`config.mk`:
```
export PLATFORM = sky130hd
export DESIGN_NAME = mmio_dmem
export DESIGN_NICKNAME = d
export VERILOG_FILES = /design/src/rtl/mmio_dmem.sv
export SDC_FILE = /design/constraint.sdc
export NUM_CORES = 2
export LEC_CHECK = 0
export BUFFER_PORTS_ARGS = -buffer_cell sky130_fd_sc_hd__buf_2
export CORE_MARGIN = 4
export CORE_UTILIZATION = 28
export DETAILED_ROUTE_END_ITERATION = 8
export GPL_ROUTABILITY_DRIVEN = 0
export PLACE_DENSITY = 0.45
export SKIP_CTS_REPAIR_TIMING = 1
export SLEW_MARGIN = 40
export SYNTH_ARGS = -nofsm -noshare
export SYNTH_HDL_FRONTEND = slang
export SYNTH_SLANG_ARGS = --single-unit
```
`constraint.sdc`:
```
create_clock -name clk -period 4.11 [get_ports clk]
set_input_delay 0.2055 -clock clk [delete_from_list [all_inputs] [get_ports clk]]
set_output_delay 0.2055 -clock clk [all_outputs]
set_load 0.01 [all_outputs]
```
`src/rtl/mmio_dmem.sv`:
```
`timescale 1ns/1ps
// Data memory plus memory-mapped LEDs, switches, 7-seg register and compare timer.
// Latency: loads are combinational in the same cycle; stores and timer updates land on the next rising edge.
// Backpressure: none; the core is never stalled, and every access completes in one cycle.
module mmio_dmem #(
  parameter int RAM_WORDS = 64,  // power of two, 2..256
  parameter int PRESCALE  = 1    // clock cycles per timer tick, >= 1
) (
  input  logic        clk,
  input  logic        reset,
  input  logic        memwrite,
  input  logic [31:0] addr,
  input  logic [31:0] writedata,
  output logic [31:0] readdata,
  input  logic [15:0] switches,
  output logic [15:0] leds,
  output logic [15:0] seg_value,
  output logic        timer_irq
);

  localparam int AW = $clog2(RAM_WORDS);
  localparam int PW = (PRESCALE > 1) ? $clog2(PRESCALE) : 1;
  localparam logic [PW-1:0] PS_LAST = PW'(PRESCALE - 1);

  // Word offsets inside the 0x400 peripheral block.
  localparam logic [2:0] REG_LEDS   = 3'd0;
  localparam logic [2:0] REG_SW     = 3'd1;
  localparam logic [2:0] REG_TCOUNT = 3'd2;
  localparam logic [2:0] REG_TCMP   = 3'd3;
  localparam logic [2:0] REG_TCTRL  = 3'd4;
  localparam logic [2:0] REG_SEG    = 3'd5;

  logic [31:0]   ram [RAM_WORDS];
  logic [AW-1:0] ram_idx;
  logic          ram_hit;
  logic          periph_hit;
  logic [2:0]    reg_sel;
  logic          addr_unused;

  logic [15:0]   sw_meta;
  logic [15:0]   sw_sync;

  logic [31:0]   tcount;
  logic [31:0]   tcmp;
  logic          en;
  logic          auto_rl;
  logic          flag;
  logic [PW-1:0] presc;
  logic          tick;
  logic          match;

  logic we_leds, we_tcount, we_tcmp, we_tctrl, we_seg;

  // Full 32-bit decode: RAM occupies the bottom 4*RAM_WORDS bytes, peripherals 0x400-0x41F.
  assign ram_hit     = (addr[31:AW+2] == '0);
  assign ram_idx     = addr[AW+1:2];
  assign periph_hit  = (addr[31:5] == 27'h20);
  assign reg_sel     = addr[4:2];
  assign addr_unused = ^addr[1:0];

  assign we_leds   = memwrite && periph_hit && (reg_sel == REG_LEDS);
  assign we_tcount = memwrite && periph_hit && (reg_sel == REG_TCOUNT);
  assign we_tcmp   = memwrite && periph_hit && (reg_sel == REG_TCMP);
  assign we_tctrl  = memwrite && periph_hit && (reg_sel == REG_TCTRL);
  assign we_seg    = memwrite && periph_hit && (reg_sel == REG_SEG);

  // A tick fires on the last prescaler phase; a match is a tick that finds TCOUNT at TCMP.
  assign tick  = en && (presc == PS_LAST);
  assign match = tick && (tcount == tcmp);

  assign timer_irq = flag;

  // Data RAM: store-only port, no reset so it maps onto plain memory.
  always_ff @(posedge clk) begin
    if (memwrite && ram_hit && !reset) begin
      ram[ram_idx] <= writedata;
    end
  end

  // LED and 7-segment value registers.
  always_ff @(posedge clk) begin
    if (reset) begin
      leds      <= '0;
      seg_value <= '0;
    end else begin
      if (we_leds) leds      <= writedata[15:0];
      if (we_seg)  seg_value <= writedata[15:0];
    end
  end

  // Two-flop synchronizer for the asynchronous board switches.
  always_ff @(posedge clk) begin
    if (reset) begin
      sw_meta <= '0;
      sw_sync <= '0;
    end else begin
      sw_meta <= switches;
      sw_sync <= sw_meta;
    end
  end

  // Prescaler, counter, compare and control; later assignments carry the higher priority.
  always_ff @(posedge clk) begin
    if (reset) begin
      presc   <= '0;
      tcount  <= '0;
      tcmp    <= '1;
      en      <= 1'b0;
      auto_rl <= 1'b0;
      flag    <= 1'b0;
    end else begin
      if (!en || tick) presc <= '0;
      else             presc <= presc + PW'(1);

      // Software write to TCOUNT beats the tick; a one-shot match holds the count.
      if (we_tcount) begin
        tcount <= writedata;
      end else if (tick) begin
        if (!match)       tcount <= tcount + 32'd1;
        else if (auto_rl) tcount <= '0;
      end

      if (we_tcmp) tcmp <= writedata;

      if (we_tctrl) begin
        en      <= writedata[0];
        auto_rl <= writedata[1];
      end
      // One-shot match disables the timer even if software just enabled it.
      if (match && !auto_rl) en <= 1'b0;

      // Hardware set wins over a coincident write-1-clear.
      if (match)                        flag <= 1'b1;
      else if (we_tctrl && writedata[2]) flag <= 1'b0;
    end
  end

  // Load mux: combinational from address and current state; unmapped reads return 0.
  always_comb begin
    readdata = '0;
    if (ram_hit) begin
      readdata = ram[ram_idx];
    end else if (periph_hit) begin
      case (reg_sel)
        REG_LEDS:   readdata = {16'h0, leds};
        REG_SW:     readdata = {16'h0, sw_sync};
        REG_TCOUNT: readdata = tcount;
        REG_TCMP:   readdata = tcmp;
        REG_TCTRL:  readdata = {29'h0, flag, auto_rl, en};
        REG_SEG:    readdata = {16'h0, seg_value};
        default:    readdata = '0;
      endcase
    end
  end

endmodule

```
Word-level counts from Yosys, hierarchy flattened:

Memory sizes are Yosys's and may differ from the RTL's.
Cells that the tools add are included.

* memories: 1
* flip-flop bits (word level): 132
* input port bits: 83
* logic and storage cells: 56
* memory bits (writable): 2048

* reductions and logical operators: 23
* mux-type cells: 11
* add/subtract/negate cells: 2
* equality and inequality tests: 8
* bitwise logic cells: 1

Memory list
* ram: words 64, width 32, read ports 1, clocked after memory_dff 0, write ports 1, RTL line 33 `logic [31:0] ram [RAM_WORDS];`

Operator list (number)
* $mux 32: 6
* $pmux 32 s6: 1
* $add 32x1->32 const B: 1
* $eq 32x32->1: 1
* $eq 27x6->1 const B: 1
* $logic_not 24->1: 1
* $logic_and 1x1->1: 12
* $eq 3x2->1 const B: 2
* $eq 3x3->1 const B: 2
* $mux 1: 4
* $reduce_bool 2->1: 2
* $reduce_or 2->1: 2
* $eq 3x1->1 const B: 1
* $logic_not 1->1: 3
* $logic_not 3->1: 1
* $ne 3x2->1 const B: 1
* $reduce_and 2->1: 1
* $add 1x1->1 const B: 1
* $logic_or 1x1->1: 1
* $not 1->1: 1

Longest topological paths before layout:

* depth in word-level cells: 6
* depth in mapped cells: 13
* gate-level depth less buffers: 7

Least setup slack after synthesis:

No wires, ideal clock.

* kind: input-to-reg
* from: input port addr[2]
* to: memory ram[11][0], enable pin
* buffers on the path: 7
* data arrival time: 3.311 ns
* cell stages on the path: 10
* slack: 0.378 ns
* setup time: 0.421 ns
* path through: buf_4 -> and3b_1 -> clkbuf_1 -> buf_2 -> buf_2 -> buf_2 -> buf_2 -> buf_1 -> nand2_1 -> nor2_1

RTL lines
* from (decl): RTL line 12 `input logic [31:0] addr,`
* to (decl): RTL line 33

Straight into the memory's write port.

Worst setup path after layout:

* from: memory ram[38][3]
* to: output port readdata[3]

* longest elaborated chain between the ends: 2

Ends and longest elaborated chain
* $mem_v2 64x32
* $mux 32: RTL line 141 `if (ram_hit) begin`
* to (decl): RTL line 14 `output logic [31:0] readdata,`

No other way between the ends.

==> flow_metrics.env <==
export IMPL_final_antenna_net_count=0
export IMPL_first_iter_violations=7109
export IMPL_nFillCells=28310
export IMPL_htreeDepth=4
export IMPL_fin_crit_sh_pct=101.8
export IMPL_synth_cells=4901
export IMPL_max_cap_viol_count=0
export IMPL_worstMarginPinSlew_ns=0.9465
export IMPL_syn_nets=4985
export IMPL_final_cell_area_sq_mm=0.1009
export IMPL_worst_hold_path_type="in2reg"
export IMPL_period_minus_slack_ns=4.183
export IMPL_final_core_util_pct=34.23
export IMPL_crit_type="reg2out"
export IMPL_violations="negative setup slack"
export IMPL_synth_top_area_share_pct=73.89
export IMPL_p_int_mw=36.56
export IMPL_clock_latency_ns=0.87
export IMPL_cp_end_kind="output pin"
export IMPL_clkSinkCount=2180
export IMPL_final_setup_viol_count=1
export IMPL_io_buffers=145
export IMPL_grt_pass1_wl_mm=447.3
export IMPL_hold_violations=0
export IMPL_arrival_ns=3.98
export IMPL_die_area_sq_mm=0.3060
export IMPL_startpoint_type="flop"
export IMPL_rows=199
export IMPL_grt_max_degree=107
export IMPL_yosysWarnings=0
export IMPL_cts_tree="built"
export IMPL_ys_async_sr_fraction_pct=0
export IMPL_gr_total_overflow=0
export IMPL_fin_ws_ns=-0.07301
export IMPL_netlist_area_sq_mm=0.08323
export IMPL_required_ns=3.90
export IMPL_synth_area_leaders="edfxtp_1 74%, a22oi_1 3.5%, dfxtp_1 3.2%, mux2i_1 2.0%, a221oi_1 1.9%"
export IMPL_synth_seq_cells=2180
export IMPL_start_util_pct=28.23
export IMPL_grt_usage_pct=21.03
export IMPL_yosysUniqueCellTypes=77
export IMPL_pwr_share_comb_pct=6.1
export IMPL_yosysTopAreaCell="edfxtp_1"
export IMPL_cts_root_buf="clkbuf_16"
export IMPL_regArea_sq_mm=0.06414
export IMPL_setup_tns_ns=-0.07301
export IMPL_area_growth_syn_to_layout_pct=21.25
export IMPL_vias_per_cell=5.447
export IMPL_fin_cells=9638
export IMPL_vdd_drop_max_uv=365.3
export IMPL_drive_gt1_share_pct=22.19
export IMPL_antenna_found_initial=25
export IMPL_coreArea_sq_mm=0.2948
export IMPL_yosysSeqAreaShare_pct=77.07
export IMPL_reg2reg_depth=7
export IMPL_ioPinCount=148
export IMPL_syn_avg_cell_area_sq_um=16.98
export IMPL_drc=0
export IMPL_post_drt_wl_per_cell_microns=34.57
export IMPL_slew_headroom_pct=36.32
export IMPL_nets=5602
export IMPL_clock_power_share_pct=42.7
export IMPL_clockBufferDepth=3
export IMPL_p_seq_share_pct=51.3
export IMPL_hpwl_mm=211.7
export IMPL_place_area_sq_mm=0.09310
export IMPL_crit_fanout=1
export IMPL_firstDrtPassIters=6
export IMPL_dp_worst_setup_slack_ns=0.002398
export IMPL_status="complete, but fails checks"
export IMPL_dp_cells=9153
export IMPL_die_y_microns=553.2
export IMPL_grt_pass1_vias=50040
export IMPL_power_density_mw_per_mm2=469.1
export IMPL_max_freq_mhz=239.1
export IMPL_skew_ns=0.01863
export IMPL_switching_power_mw=10.78
export IMPL_switching_share_pct=22.77
export IMPL_drt_total_wl_mm=333.1
export IMPL_synth_edf_count=2048
export IMPL_whs_path_depth=6
export IMPL_p_leak_nw=32.03
export IMPL_rsz0062_at_grt="false"
export IMPL_via_count=52500
export IMPL_multi_input_area_sq_mm=0.01808
export IMPL_cts_buffers=232
export IMPL_die_width_microns=553.2
export IMPL_drv_slew=0
export IMPL_ys_flop_type="edfxtp_1"
export IMPL_clk_pin_slew_ns=0.06
[area by class of cell]
cell class	instances	area share [%]
diodes	5	0.01240
clock buffers	301	6.187
clock inverters	129	1.015
inverters	12	0.04588
multi-input cells	2368	17.92
flip-flops and latches	2180	63.56
well taps	3919	4.859
repair buffers	724	6.399
[critical path: stages (launching register included)]
cell      delay, ns
edfxtp_1       0.38
a22o_1         0.22
a221oi_1       0.27
a31oi_1        0.19
buf_4          0.18
or3_1          0.43
nor4_1         0.84
o22ai_1        0.35
buf_2          0.24
[final timing paths]
kind                          startpoint                      end  slack (ns)
setup / recovery    ram[38][3]$_DFFE_PP_              readdata[3]       -0.07
hold / removal                  memwrite  tcount[28]$_SDFFE_PP0P_        0.02
setup reg to reg  tcount[4]$_SDFFE_PP0P_  tcount[16]$_SDFFE_PP0P_        1.28
hold reg to reg    sw_meta[2]$_SDFF_PP0_    sw_sync[2]$_SDFF_PP0_        0.44
[metrics by stage]
stage / hold WS, ns / total power, mW
after floorplan: 0.3044 / 25.73
after global placement: 0.4248 / 27.55
after detailed placement: 0.4245 / 27.58
after CTS: -0.5197 / 47.60
after global routing: 0.01280 / 48.65
final: 0.01626 / 47.34
[cell usage after synthesis, types with 11 or more instances]
| cell type | n |
|---|---|
| xor2_1 | 33 |
| a31oi_1 | 85 |
| nor3_1 | 28 |
| or4_1 | 19 |
| a221o_1 | 35 |
| a222oi_1 | 35 |
| nand3b_1 | 34 |
| nor2b_1 | 51 |
| nand3_1 | 38 |
| o22ai_1 | 73 |
| dfxtp_1 | 132 |
| nor2_1 | 139 |
| buf_1 | 30 |
| a21oi_1 | 131 |
| edfxtp_1 | 2048 |
| o221ai_1 | 14 |
| a41oi_1 | 17 |
| nor4_1 | 42 |
| clkbuf_1 | 131 |
| o211ai_1 | 55 |
| mux2i_1 | 165 |
| a221oi_1 | 177 |
| a211oi_1 | 14 |
| mux2_2 | 119 |
| mux4_2 | 51 |
| o21ai_0 | 84 |
| buf_4 | 25 |
| nand2_1 | 288 |
| nand4_1 | 28 |
| inv_1 | 11 |
| buf_2 | 145 |
| a22o_1 | 91 |
| a22oi_1 | 393 |
| or3_1 | 11 |
[layout by cell type, fill, tap and decap left out, types with 128 or more instances in the layout]
cell type,synthesis,final
nand2_1,288,286
a21oi_1,131,131
edfxtp_1,2048,2048
a22oi_1,393,393
clkbuf_16,0,239
a221oi_1,177,177
buf_2,145,128
buf_4,25,444
dfxtp_1,132,132
mux2i_1,165,165
[state kept, by name, summed over array words and instances, names as in the netlist]
name	count
tcmp	32
auto_rl	1
tcount	32
presc	1
seg_value	16
sw_sync	16
en	1
leds	16
timer_irq	1
sw_meta	16
ram	2048
[routing by layer]
layer | part of all wire [%] | up-vias | global-route usage, %
met5 | 0.0021 | - | 0
met4 | 2.7 | 2 | 5.340
met3 | 7.4 | 376 | 3.219
met2 | 47 | 2484 | 34.23
met1 | 43 | 28210 | 29.40
li1 | - | 21430 | -
[power groups by stage]
stage	combinational [mW]	clock (mW)	sequential [mW]
after CTS	2.83	20.5	24.3
after global routing	2.96	21.4	24.3
after detailed placement	2.83	0	24.7
final	2.87	20.2	24.3
after global placement	2.80	0	24.7
after floorplan	0.988	0	24.7
[cell families (layout without fill, tap and decap cells)]
family	count (synthesis)	after routing	share of synthesized area (%)
XOR/XNOR	40	40	0.4209
AO/OA/AOI/OAI	1250	1250	11.12
buffers and inverters	353	1166	2.013
flip-flops	2180	2180	77.07
AND/OR/NAND/NOR	740	740	4.364
multiplexers	336	336	4.993
other	1	6	0.004506
adder cells (fa/ha/maj)	1	1	0.01503
Power figures use the tool's default switching activity.
